**src/rtl/riscv_csr_pkg.sv**
```systemverilog
// Shared CSR-side constants and types for the single-level M-mode trap path.
// Interrupt line k reports cause IRQ_CAUSE_BASE+k with the interrupt bit set.
package riscv_csr_pkg;

  localparam int MXLEN = 32;

  localparam logic [MXLEN-1:0] CAUSE_ILLEGAL = 32'd2;
  localparam logic [MXLEN-1:0] CAUSE_BREAK   = 32'd3;
  localparam logic [MXLEN-1:0] CAUSE_ECALL_M = 32'd11;
  localparam int               IRQ_CAUSE_BASE = 16;
  localparam int               MCAUSE_INT_BIT = MXLEN - 1;
  localparam logic [1:0]       MTVEC_MODE_VEC = 2'b01;

  typedef enum logic [2:0] {
    TS_IDLE,
    TS_TRAP,
    TS_HANDLER,
    TS_RET,
    TS_LOCKUP
  } trap_state_e;

  function automatic logic [MXLEN-1:0] irq_cause(input logic [3:0] idx);
    logic [MXLEN-1:0] c;
    c = MXLEN'(IRQ_CAUSE_BASE) + MXLEN'(idx);
    c[MCAUSE_INT_BIT] = 1'b1;
    return c;
  endfunction

endpackage

```
**src/rtl/riscv_irq_prio.sv**
```systemverilog
// Combinational fixed-priority picker over enabled pending interrupt lines.
// The lowest-numbered eligible line wins.
module riscv_irq_prio #(
  parameter int IRQ_NUM = 16
) (
  input  logic [IRQ_NUM-1:0] pending_i,
  input  logic [IRQ_NUM-1:0] enable_i,
  output logic               valid_o,
  output logic [3:0]         index_o,
  output logic [IRQ_NUM-1:0] onehot_o
);

  logic [IRQ_NUM-1:0] eligible;

  assign eligible = pending_i & enable_i;

  // Scan from the top so the last hit, the lowest index, is what remains.
  always_comb begin
    valid_o  = 1'b0;
    index_o  = '0;
    onehot_o = '0;
    for (int k = IRQ_NUM - 1; k >= 0; k--) begin
      if (eligible[k]) begin
        valid_o     = 1'b1;
        index_o     = 4'(k);
        onehot_o    = '0;
        onehot_o[k] = 1'b1;
      end
    end
  end

endmodule

```
**src/rtl/riscv_trap_ctrl.sv**
```systemverilog
// Trap/interrupt controller for a single-level M-mode core: decides traps,
// feeds the CSR file's trap side and redirects fetch to the handler and back.
module riscv_trap_ctrl
  import riscv_csr_pkg::*;
#(
  parameter int IRQ_NUM = 16
) (
  input  logic               clk_i,
  input  logic               rstn_i,
  input  logic [IRQ_NUM-1:0] irq_i,
  input  logic               instr_valid_i,
  input  logic [MXLEN-1:0]   pc_i,
  input  logic               illegal_i,
  input  logic               ebreak_i,
  input  logic               ecall_i,
  input  logic               mret_i,
  input  logic [MXLEN-1:0]   mie_i,
  input  logic [MXLEN-1:0]   mtvec_i,
  input  logic [MXLEN-1:0]   mepc_i,
  output logic               flush_o,
  output logic               trap_o,
  output logic [MXLEN-1:0]   mcause_o,
  output logic [MXLEN-1:0]   trap_pc_o,
  output logic               redirect_o,
  output logic [MXLEN-1:0]   redirect_pc_o,
  output logic [IRQ_NUM-1:0] irq_ack_o,
  output logic               in_handler_o,
  output logic               lockup_o
);

  trap_state_e        state_q, state_d;
  logic [IRQ_NUM-1:0] pending_q, pending_d, irq_prev_q, ack_q, ack_d;
  logic [MXLEN-1:0]   cause_q, cause_d, tpc_q, tpc_d;
  logic               prio_valid;
  logic [3:0]         prio_idx;
  logic [IRQ_NUM-1:0] prio_onehot;
  logic               exc_valid, take_exc, take_irq, take;
  logic               handler_fault, handler_mret;
  logic [MXLEN-1:0]   vec_base, vec_off;
  logic               unused_mie;

  assign unused_mie = ^mie_i[IRQ_CAUSE_BASE-1:0];

  riscv_irq_prio #(.IRQ_NUM(IRQ_NUM)) u_prio (
    .pending_i (pending_q),
    .enable_i  (mie_i[IRQ_CAUSE_BASE +: IRQ_NUM]),
    .valid_o   (prio_valid),
    .index_o   (prio_idx),
    .onehot_o  (prio_onehot)
  );

  assign exc_valid     = instr_valid_i & (illegal_i | ebreak_i | ecall_i);
  assign take_exc      = (state_q == TS_IDLE) & instr_valid_i
                         & (illegal_i | ebreak_i | ecall_i | mret_i);
  assign take_irq      = (state_q == TS_IDLE) & instr_valid_i & prio_valid & ~take_exc;
  assign take          = take_exc | take_irq;
  assign handler_fault = (state_q == TS_HANDLER) & exc_valid;
  assign handler_mret  = (state_q == TS_HANDLER) & instr_valid_i & mret_i & ~exc_valid;

  // A new rising edge on a line being acknowledged survives the ack.
  assign pending_d = (pending_q & ~irq_ack_o) | (irq_i & ~irq_prev_q);

  always_comb begin
    cause_d = cause_q;
    tpc_d   = tpc_q;
    ack_d   = ack_q;
    if (take) begin
      tpc_d = pc_i;
      ack_d = '0;
      if (illegal_i)     cause_d = CAUSE_ILLEGAL;
      else if (ebreak_i) cause_d = CAUSE_BREAK;
      else if (ecall_i)  cause_d = CAUSE_ECALL_M;
      else if (mret_i)   cause_d = CAUSE_ILLEGAL;
      else begin
        cause_d = irq_cause(prio_idx);
        ack_d   = prio_onehot;
      end
    end
  end

  always_ff @(posedge clk_i) begin
    if (!rstn_i) begin
      pending_q  <= '0;
      irq_prev_q <= '0;
      ack_q      <= '0;
      cause_q    <= '0;
      tpc_q      <= '0;
    end else begin
      pending_q  <= pending_d;
      irq_prev_q <= irq_i;
      ack_q      <= ack_d;
      cause_q    <= cause_d;
      tpc_q      <= tpc_d;
    end
  end

  always_ff @(posedge clk_i) begin
    if (!rstn_i) state_q <= TS_IDLE;
    else         state_q <= state_d;
  end

  // A fault while the handler runs is a double fault and wins over MRET.
  always_comb begin
    state_d = state_q;
    case (state_q)
      TS_IDLE:    if (take) state_d = TS_TRAP;
      TS_TRAP:    state_d = TS_HANDLER;
      TS_HANDLER: begin
        if (handler_fault)     state_d = TS_LOCKUP;
        else if (handler_mret) state_d = TS_RET;
      end
      TS_RET:     state_d = TS_IDLE;
      TS_LOCKUP:  state_d = TS_LOCKUP;
      default:    state_d = TS_IDLE;
    endcase
  end

  assign vec_base = {mtvec_i[MXLEN-1:2], 2'b00};
  assign vec_off  = {cause_q[MXLEN-3:0], 2'b00};

  always_comb begin
    flush_o       = 1'b0;
    trap_o        = 1'b0;
    redirect_o    = 1'b0;
    redirect_pc_o = '0;
    irq_ack_o     = '0;
    in_handler_o  = 1'b0;
    lockup_o      = 1'b0;
    case (state_q)
      TS_IDLE: flush_o = take;
      TS_TRAP: begin
        trap_o        = 1'b1;
        redirect_o    = 1'b1;
        irq_ack_o     = ack_q;
        redirect_pc_o = vec_base;
        if ((mtvec_i[1:0] == MTVEC_MODE_VEC) && cause_q[MCAUSE_INT_BIT])
          redirect_pc_o = vec_base + vec_off;
      end
      TS_HANDLER: begin
        in_handler_o = 1'b1;
        flush_o      = handler_fault | handler_mret;
      end
      TS_RET: begin
        redirect_o    = 1'b1;
        redirect_pc_o = mepc_i;
      end
      TS_LOCKUP: begin
        lockup_o = 1'b1;
        flush_o  = instr_valid_i;
      end
      default: ;
    endcase
  end

  assign mcause_o  = cause_q;
  assign trap_pc_o = tpc_q;

endmodule

```
**config.mk**
```make
export PLATFORM = sky130hd
export DESIGN_NAME = riscv_trap_ctrl
export DESIGN_NICKNAME = d
export VERILOG_FILES = /design/src/rtl/riscv_csr_pkg.sv /design/src/rtl/riscv_irq_prio.sv /design/src/rtl/riscv_trap_ctrl.sv
export SDC_FILE = /design/constraint.sdc
export NUM_CORES = 1
export LEC_CHECK = 0
export ABC_AREA = 0
export CORE_UTILIZATION = 37
export CTS_CLUSTER_DIAMETER = 80
export DETAILED_ROUTE_END_ITERATION = 8
export HOLD_SLACK_MARGIN = 0.02
export PLACE_DENSITY = 0.78
export SLEW_MARGIN = 20
export SYNTH_ARGS = -nofsm -noshare
export SYNTH_HDL_FRONTEND = slang
export SYNTH_HIERARCHICAL = 1
export SYNTH_SLANG_ARGS = --single-unit
```
**constraint.sdc**
```tcl
create_clock -name clk_i -period 3.53 [get_ports clk_i]
set_input_delay 0.706 -clock clk_i [delete_from_list [all_inputs] [get_ports clk_i]]
set_output_delay 0.706 -clock clk_i [all_outputs]
set_load 0.02 [all_outputs]
```
; Word level (Yosys, flattened, before mapping)
; Cells that the tools add are included.
[totals]
register_bits = 115
output_inout_bits = 117
wordCells = 109
[classes]
add_sub_neg = 2
n_eq_ne = 7
mux = 68
bitwise_logic = 22
n_reduce_logical = 4
[ops]
columns = op, count
row1 = 2-to-1 mux 16 bit, 21
row2 = 2-to-1 mux 32 bit, 5
row3 = 2-to-1 mux 4 bit, 16
row4 = case mux 32 bit (2 select lines), 1
row5 = AND 16 bit, 3
row6 = adder 32 bit, 1
row7 = inverter 16 bit, 2
row8 = 2-to-1 mux 1 bit, 20
row9 = bitwise OR 16 bit, 1
row10 = case mux 3 bit (4 select lines), 1
row11 = AND 1 bit, 9
row12 = 2-to-1 mux 3 bit, 3
row13 = "adder 5 x 4 -> 6 bit, first input constant", 1
row14 = "equality test 3 x 2 -> 1 bit, second input constant", 2
row15 = bitwise OR 1 bit, 5
row16 = "equality test 3 x 1 -> 1 bit, second input constant", 1
row17 = "equality test 3 bit, second input constant", 1
row18 = logical NOT 3 bit, 1
row19 = "!= test 3 bit, second input constant", 1
row20 = case mux 1 bit (3 select lines), 1
row21 = "equality test 2 x 1 -> 1 bit, second input constant", 1
row22 = "!= test 2 bit, second input constant", 1
row23 = inverter 1 bit, 2
row24 = AND reduction 2 bit, 1
row25 = other kinds (2), 2

; Longest topological paths before layout
[logic_depth]
depth_word = 22
ltp_mapped = 9
ltp_nobuf = 8

; By module
; The synthesis kept the hierarchy.
[modules_own_cells]
columns = mod, instances, cells_each, area_per_inst_um2
row1 = riscv_trap_ctrl, 1, 625, 4919.7
row2 = riscv_irq_prio, 1, 66, 385.4

; Worst setup path after synthesis
; Ideal clock, no wire load.
[synth_timing]
kind = input to output
start = in mie_i[17]
end = out flush_o
t_arrival_ns = 2.936
required_ns = 2.824
slack_ns = -0.112
stages = 8
n_path_buf = 2
cell_sequence = a22o_1 or4_4 or3_4 or2_1 o2111ai_2 buf_4 buf_2 o21ai_0
[synth_via]
elab_chain_len = 7
[synth_lines]
columns = element, line
row1 = start: declaration, riscv_trap_ctrl.sv:17  ; input logic [MXLEN-1:0] mie_i,
row2 = AND 16 bit, riscv_irq_prio.sv:15  ; assign eligible = pending_i & enable_i;
row3 = 2-to-1 mux 1 bit (2 in a row), riscv_irq_prio.sv:23  ; if (eligible[k]) begin
row4 = named net prio_valid, riscv_trap_ctrl.sv:34  ; logic prio_valid;
row5 = AND 1 bit (2 in a row), riscv_trap_ctrl.sv:55  ; assign take_irq = (state_q == TS_IDLE) & instr_valid_i & prio_valid & ~take_exc;
row6 = bitwise OR 1 bit, riscv_trap_ctrl.sv:56  ; assign take = take_exc | take_irq;
row7 = case mux 1 bit (3 select lines), riscv_trap_ctrl.sv:129  ; case (state_q)
row8 = end: declaration, riscv_trap_ctrl.sv:20  ; output logic flush_o,
; The timed path passes the listed nets, and every way through them passes these cells.

; Final worst setup path
[layout_timing]
start = in mtvec_i[14]
end = out redirect_pc_o[28]
[layout_via]
elab_chain_len = 3
[layout_lines]
columns = element, line
row1 = start: declaration, riscv_trap_ctrl.sv:18  ; input logic [MXLEN-1:0] mtvec_i,
row2 = adder 32 bit, riscv_trap_ctrl.sv:137  ; redirect_pc_o = vec_base + vec_off;
row3 = 2-to-1 mux 32 bit, riscv_trap_ctrl.sv:136  ; if ((mtvec_i[1:0] == MTVEC_MODE_VEC) && cause_q[MCAUSE_INT_BIT])
row4 = case mux 32 bit (2 select lines), riscv_trap_ctrl.sv:129
row5 = end: declaration, riscv_trap_ctrl.sv:25  ; output logic [MXLEN-1:0] redirect_pc_o,
; No other way between the ends.

==> results by group <==
GRT
  • Vias in the first global route: between 5,000 and 6,000
  • Largest net degree at the start of global routing: 57
  • GRT Total Usage: a little under a quarter
  • Congestion Overflow GR: 0
  • First-pass GRT wire length: approximately 28 mm
  • Antenna violations before repair: 4

Clocking
  • Clock Path Buffers: 2
  • # clock sinks: between 80 and 90
  • CTS Root Cell: clkbuf_16
  • CTS tree: done
  • Clock latency on the worst-skew pair: between 0.3 and 0.4 ns
  • CTS clk-pin slew, worst paths: 0.06 ns
  • Number of buffers created by CTS: 9
  • H-tree depth reported by CTS: 3

Synth
  • Synth Flop Type: dfxtp_1
  • Ys Warns: 6
  • Async S/R FF share, synth: 0%
  • Top cells by area, synth: dfxtp_1 (33%), nand2_1 (9.2%), a21boi_0 (5.4%), a21oi_1 (4.8%), buf_4 (4.7%)
  • Mapped Avg Cell Area: approximately 7.7 µm²
  • Most numerous cell in the Yosys netlist: nand2_1
  • Yosys reg bits: 88
  • Commonest cells in the netlist: nand2_1 (130), dfxtp_1 (88), a21oi_1 (51)
  • Distinct cells, synth: a little over 60
  • Sequential area share after synthesis: 33.2%
  • Number of flops mapped to enable cells by yosys: 0
  • Mapped Area: ~5300 µm²
  • Yosys top cell area share: around 33%
  • Synth Instances: between 600 and 700
  • Largest area contributor in the netlist: dfxtp_1

Pwr
  • Total power: 2990 µW
  • P_sw: 873 µW
  • Switch share: just under 30%
  • P_int: 2120 µW
  • Gate power share: approximately 29%
  • Leakage: 0.00347 µW
  • Seq pwr share: 36.4%
  • VDD IR max: around 0.47 mV
  • Clock share of power: 34.5%
  • Power Dens Cells: ~340 nW/µm²

Critical path
  • R2R Setup Slk: approximately 0.54 ns
  • Terminus of the critical flop-to-flop path: mcause_o[0]
  • Crit path DAT: 2.78 ns
  • Worst setup SP type: primary input
  • Critical path capture point type: output port
  • Crit path launch: mtvec_i[14]
  • Crit path max fanout: 6
  • FF-to-FF path depth: 9
  • Critical Path RT: between 2 and 3 ns
  • Worst Setup EP: redirect_pc_o[28]
  • RR Startpoint: pending_q[1]
  • Crit Path Category: primary input to output port

Timing
  • Fmax: approximately 290 MHz
  • Unrepaired setup endpoints after global routing: yes
  • Max Transition Viols Final: 0
  • Final Hold Fails: 0
  • Final period utilization: between 90% and 100%
  • Worst Skew: approximately 0.0071 ns
  • Slew Limit Headroom: a little over half
  • Post-layout min period: around 3.5 ns
  • Slew @ Worst Pin: 0.707 ns
  • Final setup fails: 0
  • Setup TNS: 0 ns

Detailed routing
  • DRT iter0 DRCs: between 300 and 400
  • Total Routed Length: 18.1 mm
  • Vias per cell: ~5.0
  • DRC violations left: 0
  • Wire per inst: 15.5 µm
  • Routed vias: 5,870
  • Pre-Repair DR Iteration Count: 4
  • Routed Antenna Nets: 0

Floorplan
  • Area of the die: about 15,000 µm²
  • Die Ht: ~120 µm
  • Die Width: between 100 and 150 µm
  • I/O Pins: 268
  • Core area: 13,900 µm²
  • Initial Util: 38.1%
  • Rows: 43

Cells and area
  • Final core occ: about 63%
  • Fillers: ~1,200
  • Area growth, synth to finish: 64.8%
  • Final Cell Area: just under 9000 µm²
  • Layout cell share with drive strength beyond 1: 19.0%
  • Total Nets Final: about 1,100

Job
  • Max Cap Violations: 0

Place
  • Post-DP Area: roughly 8000 µm²
  • Placer Congestion: roughly 0.93
  • IO buf count: 225
  • HPWL reported at the end of detailed placement: about 13 mm

Run status
  • Status: finished clean

Min path
  • Classification of the worst-slack hold path: flop to flop
## how the worst min path moves through the flow
stage	start	to	slack [ns]	cells after the start
floorplan	ack_q[0]	ack_q[0]	0.44	2
global placement	trap_pc_o[26]	trap_pc_o[26]	0.44	2
detailed placement	trap_pc_o[30]	trap_pc_o[30]	0.45	2
CTS	trap_pc_o[30]	trap_pc_o[30]	0.46	2
global route	trap_pc_o[27]	trap_pc_o[27]	0.48	2
finish	trap_pc_o[30]	trap_pc_o[30]	0.45	2
## sequential cells by signal, summed over array words and instances, names as in the netlist
name,cells
trap_pc_o,32
ack_q,16
irq_prev_q,16
pending_q,16
mcause_o,5
state_q,3
## kinds of logic after synthesis
logic type | Yosys count | synth area share, %
and+or+nand+nor | 296 | 28.1
muxes | 3 | 0.566
adders and majority gates | 6 | 1.56
AOI/OAI and AO/OA | 179 | 23.3
xor gates and xnor gates | 24 | 3.96
DFF | 88 | 33.2
other | 1 | 0.0707
buffers and inverters | 94 | 9.22
## area by class of cell
cell class | instances | area (µm²) | area share [%]
clock inverters | 6 | 90.1 | 1.03
multi-input cells | 534 | 3350 | 38.3
flip-flops and latches | 88 | 1760 | 20.2
clock buffers | 10 | 239 | 2.73
diodes | 4 | 10.0 | 0.114
inverters | 26 | 97.6 | 1.12
well taps | 180 | 225 | 2.58
repair buffers | 324 | 2970 | 33.9
## power by group through the flow
stage                     combinational (µW)  sequential [µW]  clock, µW
after floorplan                          395             1140          0
after global placement                   863             1110          0
after detailed placement                 868             1110          0
after CTS                                871             1090       1060
after global routing                     941             1090       1090
final                                    871             1090       1030
## worst max-delay path, stage by stage
cell and delay, ns:
clkdlybuf4s50_1 0.53, and3_1 0.25, nand4_4 0.20, buf_12 0.19, a2111oi_4 0.29, buf_4 0.17
xor2_1 0.15, a22o_1 0.14, buf_4 0.13
## metrics by stage
step | hold slack [ns] | setup slack (ns) | std cells
after floorplan | 0.441 | 0.0171 | 716
after global placement | 0.439 | -0.788 | 1145
after detailed placement | 0.447 | -0.827 | 1145
after CTS | 0.456 | -0.0292 | 1167
after global routing | 0.480 | -0.0389 | 1172
final | 0.451 | 0.0482 | 1172
## per-layer routing
layer | global-route usage [%] | routed length (µm) | vias up
met5 | 0 | 0 | -
met4 | 7.79 | 417 | 0
met3 | 5.90 | 1510 | 26
met2 | 41.8 | 8580 | 219
met1 | 28.5 | 7600 | 2707
li1 | - | - | 2918
## layout by cell type (no fill, tap or decap), types with 3 or more instances in the layout
cell type	count
nand4_1	5
nor3b_1	6
a211oi_1	12
buf_12	4
a21boi_0	38
clkdlybuf4s15_1	4
and3_1	5
a31oi_1	4
clkdlybuf4s15_2	5
buf_6	4
a2111oi_4	5
buf_2	13
nor3_1	8
and2_1	17
nor2b_1	34
or4_4	3
nor2_1	24
nor3_2	3
clkbuf_16	9
a22o_1	9
nor4_2	4
nand3_1	29
nor4_1	4
dlygate4sd2_1	10
buf_4	99
a211oi_2	3
conb_1	26
ha_1	3
inv_1	25
a21oi_1	50
xnor2_1	23
a21boi_1	13
o21ai_0	27
diode_2	4
clkdlybuf4s50_1	183
mux2i_1	3
dfxtp_1	88
nand2_1	130
## what timing repair did
item                       4_1_cts  5_1_grt
cloned                           0        0
pin swaps                       22       17
gates resized for setup        142       17
hold buffers                     0        0
setup endpoints to repair       29       25
buffers inserted                 6        1
Note: power is estimated with default switching activity, not from simulation.
